$ cat config.mk
export PLATFORM = sky130hd
export DESIGN_NAME = mux_2to1_flat
export DESIGN_NICKNAME = d
export VERILOG_FILES = /design/src/rtl/mux_2to1_if.sv /design/src/rtl/mux_2to1.sv /design/src/flat_wrapper.sv
export SDC_FILE = /design/constraint.sdc
export NUM_CORES = 1
export LEC_CHECK = 0
export BUFFER_PORTS_ARGS = -buffer_cell sky130_fd_sc_hd__buf_2
export CORE_AREA = 2 2 39 41
export DETAILED_ROUTE_END_ITERATION = 12
export DIE_AREA = 0 0 41 43
export GPL_TIMING_DRIVEN = 0
export PLACE_DENSITY = 0.57
export SYNTH_ARGS = -nofsm -noshare
export SYNTH_HDL_FRONTEND = slang
export SYNTH_SLANG_ARGS = --single-unit
export TNS_END_PERCENT = 1
$ cat constraint.sdc
create_clock -name clk -period 0.8 [get_ports clk]
set_input_delay 0.04 -clock clk [delete_from_list [all_inputs] [get_ports clk]]
set_output_delay 0.04 -clock clk [all_outputs]
set_load 0.02 [all_outputs]
$ cat src/rtl/mux_2to1_if.sv
// mux_2to1_if: data, select and registered-result bundle for mux_2to1
interface mux_2to1_if #(parameter int WIDTH = 8);
  logic [WIDTH-1:0] a0, a1, q;
  logic s;
  modport master (output a0, a1, s, input q);
  modport slave (input a0, a1, s, output q);
endinterface

$ cat src/rtl/mux_2to1.sv
// mux_2to1: parameterised 2-to-1 word mux with a registered output
module mux_2to1 #(parameter int WIDTH = 8) (
  input logic clk,
  input logic rst_n,
  mux_2to1_if.slave bus
);
  logic [WIDTH-1:0] q_q, q_d;
  // bitwise ternary keeps bits where a0 and a1 agree even when s is X
  always_comb q_d = bus.s ? bus.a1 : bus.a0;
  always_ff @(posedge clk)
    if (!rst_n) q_q <= '0;
    else q_q <= q_d;
  assign bus.q = q_q;
endmodule

$ cat src/flat_wrapper.sv
// flat-port wrapper written by rule: the top's interface ports become plain ports
module mux_2to1_flat 
#(parameter int WIDTH = 8)
  (clk, rst_n, bus_a0, bus_a1, bus_s, bus_q);
  mux_2to1_if #(.WIDTH(WIDTH)) bus_i ();
  input logic clk;
  input logic rst_n;
  input wire logic [$bits(bus_i.a0)-1:0] bus_a0;
  input wire logic [$bits(bus_i.a1)-1:0] bus_a1;
  input wire logic [$bits(bus_i.s)-1:0] bus_s;
  output wire logic [$bits(bus_i.q)-1:0] bus_q;
  assign bus_i.a0 = bus_a0;
  assign bus_i.a1 = bus_a1;
  assign bus_i.s = bus_s;
  assign bus_q = bus_i.q;
  mux_2to1 #(.WIDTH(WIDTH)) u_core (.clk(clk), .rst_n(rst_n), .bus(bus_i));
endmodule
==> impl_results.md <==
* Clock transition at path regs at 0.05 ns
* CTS buffer count at 3
* Mapped Cells at 25
* Seq cells post-synth at 8
* Root Buffer: clkbuf_4
* TritonRoute pass-1 iters at 4
* RD Place Congestion at approximately 0.62
* Critical path's slowest cell: dfxtp_1
* Post_cts resized at 0
* Ant. Diodes at 0
* Maximum vdd drop at about 490 uV
* Vias post-DR at 273
* First-pass GRT wire length at approximately 1100 um
* Minimum clock period at between 0.7 and 0.8 ns
* Post-Syn Nets at 44
* Max-slew violations at 0
* Yosys warns at 0
* Worst-margin pin slew at 0.138 ns
* Static Leak at roughly 0.26 nW
* DR vias/cell at around 4.0
* Overall global routing resource usage at about a tenth
* Largest stage delay on the critical path at about 0.30 ns
* Place WS at 0.236 ns
* Netlist cell types at 4
* Worst path arrival time at about 0.71 ns
* Core area at 1380 sq um
* Post-CTS Setup Bufs at 0
* Maximum fanout along the worst path at 1
* CTS tree: done
* Buf/Inv on CP at 1
* Unrepaired setup endpoints after global routing: false
* Most common cell after layout, fill and taps aside: buf_2
* Residual DRC count at 0
* Vias in the first global route at approximately 270
* Final WS setup at about 0.053 ns
* Worst min path class: input port to register
* WHS Endpoint: u_core.bus.q[0]$_SDFF_PN0_
* Remaining antenna violation count at 0
* Initial antenna violation count at 0
* CTS Buffer Depth at 2
* Final global-route overflow total at 0
* Rel. slew slack at approximately nine tenths
* CTS sink cnt at 8
* Share of layout cells above drive strength 1 at between 50% and 60%
* Crit end category: output pin
* Crit-path cells: buf_2
* Die width at 41 um
* Worst hold path depth at 3
* Crit-path leading delay family: flip-flops
* Setup total negative slack at 0 ns
* # Max-Cap Violations at 0
* CTS Hold Bufs at 0
* Routed wire length at approximately 650 um
* Most frequent cells in the layout: buf_2 (25), mux2i_1 (8), nor2b_1 (8), dfxtp_1 (8), clkbuf_4 (3)
* Fin nets at between 70 and 80
* Part of the cycle the worst path needs at 93.3%
* Status: finished, final reports clean
* Num rows at 14
* Required time of the critical path at between 0.7 and 0.8 ns
* CP startpoint kind: register
* Largest net degree at the start of global routing at 9
* Max reg flops at 8
* Die area at about 1800 sq um
* H-tree Lvls at 1
* Layout area overhead at 55.6%
* F_max at 1340 MHz
* Die span in y at between 40 and 50 um
* Setup Crit Path Kind: register to output pin
* Drt wl/cell at 9.36 um
* Initial Utilization at 21.8%
* Pwr per Cell Area at about 1900 nW/um^2
* Hold path startpoint: bus_a0[0]
* Top Ports at 27
* Final Hold Violating Endpoints at 0
* Seq/Total Area, Yosys at about 53%
* Mapped Area at 302 sq um
* Iter 0 DRT Violations at 1
* Number of setup violations in the final report at 0
* Syn avg cell area at about 12 sq um
* # port buffers at 25
routing by layer:
| layer | routed length, um | GRT usage, % | vias up |
|---|---|---|---|
| met5 | 0 | 0 | - |
| met4 | 22 | 12.0 | 0 |
| met3 | 13 | 1.57 | 2 |
| met2 | 394 | 14.4 | 4 |
| met1 | 216 | 9.65 | 129 |
| li1 | - | - | 138 |
cell usage after synthesis, drive strengths merged:
| master | n | area share, % |
|---|---|---|
| mux2i | 8 | 27 |
| buf | 1 | 3.7 |
| dfxtp | 8 | 53 |
| nor2b | 8 | 17 |
where the power goes:
group | total (W) | internal, W | switching (W)
Sequential | 0.000431 | 0.000426 | 0.00000538
Clock | 0.000291 | 0.000171 | 0.000121
Combinational | 0.000161 | 0.0000809 | 0.0000801
worst min-delay path, delay by kind of cell:
| family | cells | cell delay (ns) |
|---|---|---|
| buf+inv | 1 | 0.08 |
| mux | 1 | 0.05 |
| simple gates | 1 | 0.09 |
logic make-up (layout without fill, tap and decap cells):
| family | Yosys count | in the layout | synth area share (%) |
|---|---|---|---|
| mux | 8 | 8 | 26.6 |
| buf+inv | 1 | 29 | 3.73 |
| simple gates | 8 | 8 | 16.6 |
| flops | 8 | 8 | 53.1 |
final cells by class:
class                      instances  area (sq um)
fill                             149           915
sequential                         8           160
multi-input combinational         16           130
clock buffer                       3          22.5
tap                               16          20.0
buffer                             1          11.3
timing repair buffer              25           125
per-stage QoR:
step / cell area [sq um] / total power, W / util (%) / hold WS (ns) / cells
after CTS: 469 / 0.000903 / 33.9 / 0.0474 / 69
after floorplan: 302 / 0.000528 / - / 0.168 / 25
after global routing: 469 / 0.000935 / 33.9 / 0.0660 / 69
final: 469 / 0.000883 / 33.9 / 0.0529 / 69
after detailed placement: 447 / 0.000605 / 32.3 / 0.306 / 66
after global placement: 447 / 0.000602 / 32.3 / 0.303 / 66
worst max path at each step:
stage	start	end	slack, ns	depth (start not counted)
floorplan	bus_s	u_core.bus.q[0]$_SDFF_PN0_	0.30	3
global placement	bus_s	u_core.bus.q[6]$_SDFF_PN0_	0.25	3
detailed placement	bus_s	u_core.bus.q[6]$_SDFF_PN0_	0.24	3
CTS	u_core.bus.q[6]$_SDFF_PN0_	bus_q[6]	0.04	1
global route	u_core.bus.q[0]$_SDFF_PN0_	bus_q[0]	0.01	1
finish	u_core.bus.q[6]$_SDFF_PN0_	bus_q[6]	0.05	1
Note: power is estimated with default switching activity, not from simulation.
